## src/rtl/cpc_video_out.sv

```systemverilog
// cpc_video_out: Gate Array colour/sync conditioner: tri-level RGB decode, fixed-width HSYNC, line-aligned VSYNC, active window, line lock. Optional macro CPC_VIDEO_MONO_EN adds green-screen luma.
// Latency: 2 ce_16 ticks from inputs to r/g/b/de/sync outputs (both builds).
// Backpressure: none; free-running on ce_16, every register except ce_pix holds while ce_16 is low.
module cpc_video_out #(
   parameter logic [9:0] H_START    = 10'd160,
   parameter logic [9:0] H_WIDTH    = 10'd768,
   parameter logic [8:0] V_START    = 9'd24,
   parameter logic [8:0] V_HEIGHT   = 9'd270,
   parameter logic [6:0] HS_LEN     = 7'd64,
   parameter logic [2:0] LOCK_LINES = 3'd4
) (
   input  logic       clk,
   input  logic       reset,
   input  logic       ce_16,
   input  logic [1:0] red_in,
   input  logic [1:0] green_in,
   input  logic [1:0] blue_in,
   input  logic       hblank_in,
   input  logic       vblank_in,
   input  logic       hsync_in,
   input  logic       vsync_in,
`ifdef CPC_VIDEO_MONO_EN
   input  logic       mono_en,
`endif
   output logic [7:0] r_out,
   output logic [7:0] g_out,
   output logic [7:0] b_out,
   output logic       de_out,
   output logic       hsync_out,
   output logic       vsync_out,
   output logic       ce_pix,
   output logic       locked
);

   function automatic logic [7:0] dec_col(input logic [1:0] c);
      if (c[0])
         return 8'h80;
      return c[1] ? 8'hFF : 8'h00;
   endfunction

   // stage 1
   logic [1:0]  red_q, red_d, green_q, green_d, blue_q, blue_d;
   logic        hblank_q, hblank_d, vblank_q, vblank_d;
   logic        hsync_q, hsync_d, vsync_q, vsync_d;
   logic        hsync_p_q, hsync_p_d, vsync_p_q, vsync_p_d;
   logic        s1_vld_q, s1_vld_d, p_vld_q, p_vld_d;
   // stage 2
   logic [10:0] hcnt_q, hcnt_d;
   logic [8:0]  vcnt_q, vcnt_d;
   logic        vs_lat_q, vs_lat_d;
   logic [6:0]  hs_cnt_q, hs_cnt_d;
   logic [11:0] prev_period_q, prev_period_d;
   logic [2:0]  match_q, match_d;
   logic [7:0]  r_q, r_d, g_q, g_d, b_q, b_d;
   logic        de_q, de_d, hs_o_q, hs_o_d, vs_o_q, vs_o_d;
   logic        ce_pix_q, ce_pix_d, locked_q, locked_d;

   logic        hs_rise, vs_rise, win;
   logic [11:0] period;
   logic [7:0]  r_dec, g_dec, b_dec;
   logic [10:0] h_end, v_end;

   // An edge needs two real stage-1 samples, so a sync held high through reset is not an edge.
   assign hs_rise = hsync_q & ~hsync_p_q & p_vld_q;
   assign vs_rise = vsync_q & ~vsync_p_q & p_vld_q;
   assign r_dec   = dec_col(red_q);
   assign g_dec   = dec_col(green_q);
   assign b_dec   = dec_col(blue_q);
   assign h_end   = {1'b0, H_START} + {1'b0, H_WIDTH};
   assign v_end   = {2'b00, V_START} + {2'b00, V_HEIGHT};

`ifdef CPC_VIDEO_MONO_EN
   logic [15:0] luma;
   assign luma = 16'd77 * {8'h00, r_dec} + 16'd151 * {8'h00, g_dec} + 16'd28 * {8'h00, b_dec};
`endif

   always_comb begin
      red_d         = red_q;
      green_d       = green_q;
      blue_d        = blue_q;
      hblank_d      = hblank_q;
      vblank_d      = vblank_q;
      hsync_d       = hsync_q;
      vsync_d       = vsync_q;
      hsync_p_d     = hsync_p_q;
      vsync_p_d     = vsync_p_q;
      s1_vld_d      = s1_vld_q;
      p_vld_d       = p_vld_q;
      hcnt_d        = hcnt_q;
      vcnt_d        = vcnt_q;
      vs_lat_d      = vs_lat_q;
      hs_cnt_d      = hs_cnt_q;
      prev_period_d = prev_period_q;
      match_d       = match_q;
      r_d           = r_q;
      g_d           = g_q;
      b_d           = b_q;
      de_d          = de_q;
      hs_o_d        = hs_o_q;
      vs_o_d        = vs_o_q;
      locked_d      = locked_q;
      ce_pix_d      = ce_16;
      period        = {1'b0, hcnt_q} + 12'd1;
      win           = 1'b0;

      if (ce_16) begin
         red_d     = red_in;
         green_d   = green_in;
         blue_d    = blue_in;
         hblank_d  = hblank_in;
         vblank_d  = vblank_in;
         hsync_d   = hsync_in;
         vsync_d   = vsync_in;
         hsync_p_d = hsync_q;
         vsync_p_d = vsync_q;
         s1_vld_d  = 1'b1;
         p_vld_d   = s1_vld_q;

         if (hs_rise)
            hcnt_d = 11'd0;
         else if (hcnt_q != 11'h7FF)
            hcnt_d = hcnt_q + 11'd1;

         if (hs_rise) begin
            if (vs_lat_q || vs_rise)
               vcnt_d = 9'd0;
            else if (vcnt_q != 9'h1FF)
               vcnt_d = vcnt_q + 9'd1;
            vs_lat_d = 1'b0;
            vs_o_d   = vsync_q;
         end else if (vs_rise) begin
            vs_lat_d = 1'b1;
         end

         if (hs_rise)
            hs_cnt_d = HS_LEN;
         else if (hs_cnt_q != 7'd0)
            hs_cnt_d = hs_cnt_q - 7'd1;
         hs_o_d = (hs_cnt_d != 7'd0);

         // period spans the previous line, ending on the tick before this hs_rise
         if (hs_rise) begin
            if (period == prev_period_q)
               match_d = (match_q == LOCK_LINES) ? match_q : match_q + 3'd1;
            else
               match_d = 3'd0;
            prev_period_d = period;
         end
         locked_d = (match_d == LOCK_LINES);

         win = (hcnt_d >= {1'b0, H_START}) && (hcnt_d < h_end) &&
               ({2'b00, vcnt_d} >= {2'b00, V_START}) && ({2'b00, vcnt_d} < v_end);
         de_d = win && !hblank_q && !vblank_q;
         r_d  = de_d ? r_dec : 8'h00;
         g_d  = de_d ? g_dec : 8'h00;
         b_d  = de_d ? b_dec : 8'h00;
`ifdef CPC_VIDEO_MONO_EN
         if (mono_en) begin
            r_d = 8'h00;
            g_d = de_d ? luma[15:8] : 8'h00;
            b_d = 8'h00;
         end
`endif
      end
   end

   always_ff @(posedge clk) begin
      if (reset) begin
         red_q         <= 2'b00;
         green_q       <= 2'b00;
         blue_q        <= 2'b00;
         hblank_q      <= 1'b0;
         vblank_q      <= 1'b0;
         hsync_q       <= 1'b0;
         vsync_q       <= 1'b0;
         hsync_p_q     <= 1'b0;
         vsync_p_q     <= 1'b0;
         s1_vld_q      <= 1'b0;
         p_vld_q       <= 1'b0;
         hcnt_q        <= 11'h7FF;
         vcnt_q        <= 9'h1FF;
         vs_lat_q      <= 1'b0;
         hs_cnt_q      <= 7'd0;
         prev_period_q <= 12'd0;
         match_q       <= 3'd0;
         r_q           <= 8'h00;
         g_q           <= 8'h00;
         b_q           <= 8'h00;
         de_q          <= 1'b0;
         hs_o_q        <= 1'b0;
         vs_o_q        <= 1'b0;
         ce_pix_q      <= 1'b0;
         locked_q      <= 1'b0;
      end else begin
         red_q         <= red_d;
         green_q       <= green_d;
         blue_q        <= blue_d;
         hblank_q      <= hblank_d;
         vblank_q      <= vblank_d;
         hsync_q       <= hsync_d;
         vsync_q       <= vsync_d;
         hsync_p_q     <= hsync_p_d;
         vsync_p_q     <= vsync_p_d;
         s1_vld_q      <= s1_vld_d;
         p_vld_q       <= p_vld_d;
         hcnt_q        <= hcnt_d;
         vcnt_q        <= vcnt_d;
         vs_lat_q      <= vs_lat_d;
         hs_cnt_q      <= hs_cnt_d;
         prev_period_q <= prev_period_d;
         match_q       <= match_d;
         r_q           <= r_d;
         g_q           <= g_d;
         b_q           <= b_d;
         de_q          <= de_d;
         hs_o_q        <= hs_o_d;
         vs_o_q        <= vs_o_d;
         ce_pix_q      <= ce_pix_d;
         locked_q      <= locked_d;
      end
   end

   assign r_out     = r_q;
   assign g_out     = g_q;
   assign b_out     = b_q;
   assign de_out    = de_q;
   assign hsync_out = hs_o_q;
   assign vsync_out = vs_o_q;
   assign ce_pix    = ce_pix_q;
   assign locked    = locked_q;

endmodule

```

## config.mk

```make
export PLATFORM = sky130hd
export DESIGN_NAME = cpc_video_out
export DESIGN_NICKNAME = d
export VERILOG_FILES = /design/src/rtl/cpc_video_out.sv
export SDC_FILE = /design/constraint.sdc
export NUM_CORES = 1
export LEC_CHECK = 0
export BUFFER_PORTS_ARGS = -buffer_cell sky130_fd_sc_hd__buf_4
export CAP_MARGIN = 20
export CORE_MARGIN = 2
export CORE_UTILIZATION = 59
export CTS_CLUSTER_DIAMETER = 40
export CTS_CLUSTER_SIZE = 10
export DETAILED_ROUTE_END_ITERATION = 7
export PLACE_DENSITY = 0.86
export REMOVE_ABC_BUFFERS = 1
export SLEW_MARGIN = 20
export SYNTH_ARGS = -nofsm -noshare
export SYNTH_HDL_FRONTEND = slang
export SYNTH_SLANG_ARGS = --single-unit
```

## constraint.sdc

```tcl
create_clock -name clk -period 2.9 [get_ports clk]
set_input_delay 0.145 -clock clk [delete_from_list [all_inputs] [get_ports clk]]
set_output_delay 0.145 -clock clk [all_outputs]
set_load 0.02 [all_outputs]
```

==> impl_results.md <==
- Status: finished clean
- Die height: approximately 87 um
- Cts bufs inserted: 9
- Register area: 0.00136 sq mm
- Setup Buffers After CTS: 0
- Slew @ Worst Pin: 0.729 ns
- Critical Path AT: 2.94 ns
- Critical Path Source Type: flop
- Final setup viols: 0
- Row count: 30
- Switching share of power: 42.2%
- Router iterations before antenna repair: 7
- Routed length per instance: ~16 um
- Post-synthesis sequential area ratio: 33.9%
- Capturing point of the worst reg2reg path: match_q[2]
- Multi-input logic area: ~0.0023 sq mm
- RSZ-0062 raised after global routing: false
- Routed WL: 9170 um
- Residual DRC: 0
- Yosys warnings: 0
- Nets: 520
- CTS tree: yes
- Worst r2r src: hcnt_q[0]
- Syn Inst Count: about 500
- Post-synth EDFFs: 0
- Hold-fix buffers, CTS: 0
- Hold Vio Cnt, Final: 0
- Maxcap violations: 0
- Hold Crit Depth: 3
- Initial antenna violation count: 0
- DRT antenna net count: 0
- Ant. Diodes: 0
- Max rail drop VDD: 0.641 mV
- Htree depth: 3
- Core Region: between 0.006 and 0.007 sq mm
- Grt ovf: 0
- Reg2Reg Depth: 8
- Final TNS setup: 0 ns
- Most frequent cells in the layout: dfxtp_1, nor2_1, buf_4
- Total vias in the final route: approximately 3700
- Critical Path Fanout Max: 9
- HP Start: hsync_in
- Layout Skew: 0.0122 ns
- Mapped cell area: 0.00402 sq mm
- Worst-path clk slew: 0.08 ns
- Starting density of the core: approximately three fifths
- Global-route wire length before repair: 14900 um
- Hpwl dp: roughly 6300 um
- Largest net degree at the start of global routing: 35
- CTS root buf: clkbuf_8
- R2R setup slack: ~0.24 ns
- Sink Count: 68
- WS Path Type: flop to flop
- P_int: between 2 and 2.5 mW
- Vias per Instance: 6.23
- Highest clock rate: 376 MHz
- Layout cells sized above 1: around 16%
- Clock Latency Late Sink: 0.36 ns
- Power density cells: 925 mW/mm^2
- I/O pins: 42
- Port Buffers: between 40 and 50
- P_sw: about 1.7 mW
- Critical Path End Type: flop
- Netlist cell types: between 60 and 70
- Slew margin rel.: 50.9%
- Die ar.: 0.00749 sq mm
- Cell area after layout: about 0.0044 sq mm
- Most common cell after layout, fill and taps aside: dfxtp_1
- Synthesized area per cell: 8.10 sq um
- Clk buf depth: 2
- 1st-iter DRT viols: roughly 240
- Final Max Slew Viols: 0
- WP data required: 3.18 ns
- Worst Hold Path EP: hsync_q
- FFs w/ async S/R, synth: 0%
- Gr usage total: about a quarter
- Clk network pwr share: between 20% and 30%
- Min-delay worst type: input pin to flop
- Period utilization: 91.6%
- Reg power frac: 31.1%
- Post-synth top flop: dfxtp_1
- Die width: 86.5 um
- CTS resizes: 0
- Fillers: 553
- Syn-to-layout area delta: 8.69%
- FF+latch count, synth: between 60 and 70
- Leakage: 1.88 nW
- Fin crit period: roughly 2.7 ns
- Number of global-route vias before repair: around 3300
- Comb power frac: 47.4%
- Placed Instance Area: 0.00415 sq mm
- GPL Wtd Cong: 0.967
[sequential cells by signal (all words and copies together), names as in the netlist, 2 cells and up]
signal / flops
prev_period_q: 12
r_out: 2
green_q: 2
blue_q: 2
vcnt_q: 9
b_out: 2
hs_cnt_q: 7
match_q: 3
hcnt_q: 11
g_out: 2
red_q: 2
[power groups by stage]
stage / Combinational (mW) / Sequential [mW] / Clock [mW]
final: 1.92 / 1.26 / 0.868
after global routing: 2.11 / 1.28 / 0.912
after global placement: 1.82 / 1.26 / 0
after CTS: 1.90 / 1.25 / 0.880
after detailed placement: 1.88 / 1.27 / 0
after floorplan: 1.48 / 1.23 / 0
[final cells by class]
type	count	area share (%)
clock inverters	6	2.03
flip-flops and latches	68	31.2
multi-input cells	362	52.4
well taps	80	2.29
clock buffers	10	2.92
repair buffers	47	8.08
inverters	13	1.12
[cell families after synthesis]
family | Yosys count | synth area share, %
simple gates | 192 | 24.6
compound gates | 127 | 21.3
flops | 68 | 33.9
buf+inv | 66 | 9.18
xor+xnor | 23 | 5.70
mux | 14 | 3.49
fa+ha+maj | 6 | 1.87
[worst max-delay path, cell delays in order (launching register included)]
cell and delay, ns:
dfxtp_1 0.48, ha_1 0.36, and3_1 0.34, xnor2_1 0.15, o221ai_1 0.12, or4_1 0.59
nor4_4 0.26, nand3_1 0.13, a21oi_1 0.16
[Yosys cell counts, types with 13 or more instances]
| cell | n | area [sq um] |
|---|---|---|
| dfxtp_1 | 68 | 1360 |
| nor2_1 | 61 | 229 |
| nand2_1 | 44 | 165 |
| a21oi_1 | 37 | 185 |
| o21ai_0 | 26 | 130 |
| buf_4 | 18 | 135 |
| nand3_1 | 17 | 85.1 |
| clkbuf_1 | 16 | 60.1 |
| mux2i_1 | 14 | 140 |
| buf_2 | 13 | 65.1 |
| inv_1 | 13 | 48.8 |
| xnor2_1 | 13 | 114 |
[per-layer routing]
metal	share of wire, %	track usage (%)	vias to the layer above
met1	43	30.1	1711
met2	47	41.6	143
met4	2.6	10.9	0
met3	7.1	6.76	31
li1	-	-	1766
met5	0	0	-
[how the worst max path moves through the flow]
stage	from	endpoint	slack [ns]	cells past startpoint
2_1_floorplan	hcnt_q[0]	match_q[1]	0.52	8
3_3_place_gp	hcnt_q[0]	match_q[2]	0.41	8
3_5_place_dp	hcnt_q[0]	match_q[2]	0.31	8
4_1_cts	hcnt_q[0]	match_q[2]	0.30	8
5_1_grt	hcnt_q[0]	match_q[2]	0.1	8
6_report	hcnt_q[0]	match_q[2]	0.24	8
[per-stage QoR]
stage               power [mW]  cells  worst slack [ns]  util (%)  hold WS (ns)
finish                    4.04    586             0.243      65.4        0.0257
global route              4.30    586            0.0985      65.4        0.0268
CTS                       4.03    586             0.302      65.4        0.0152
detailed placement        3.15    570             0.307      62.1         0.393
global placement          3.08    570             0.409      62.1         0.382
floorplan                 2.71    443             0.523         -         0.212
Note: power is estimated with default switching activity, not from simulation.
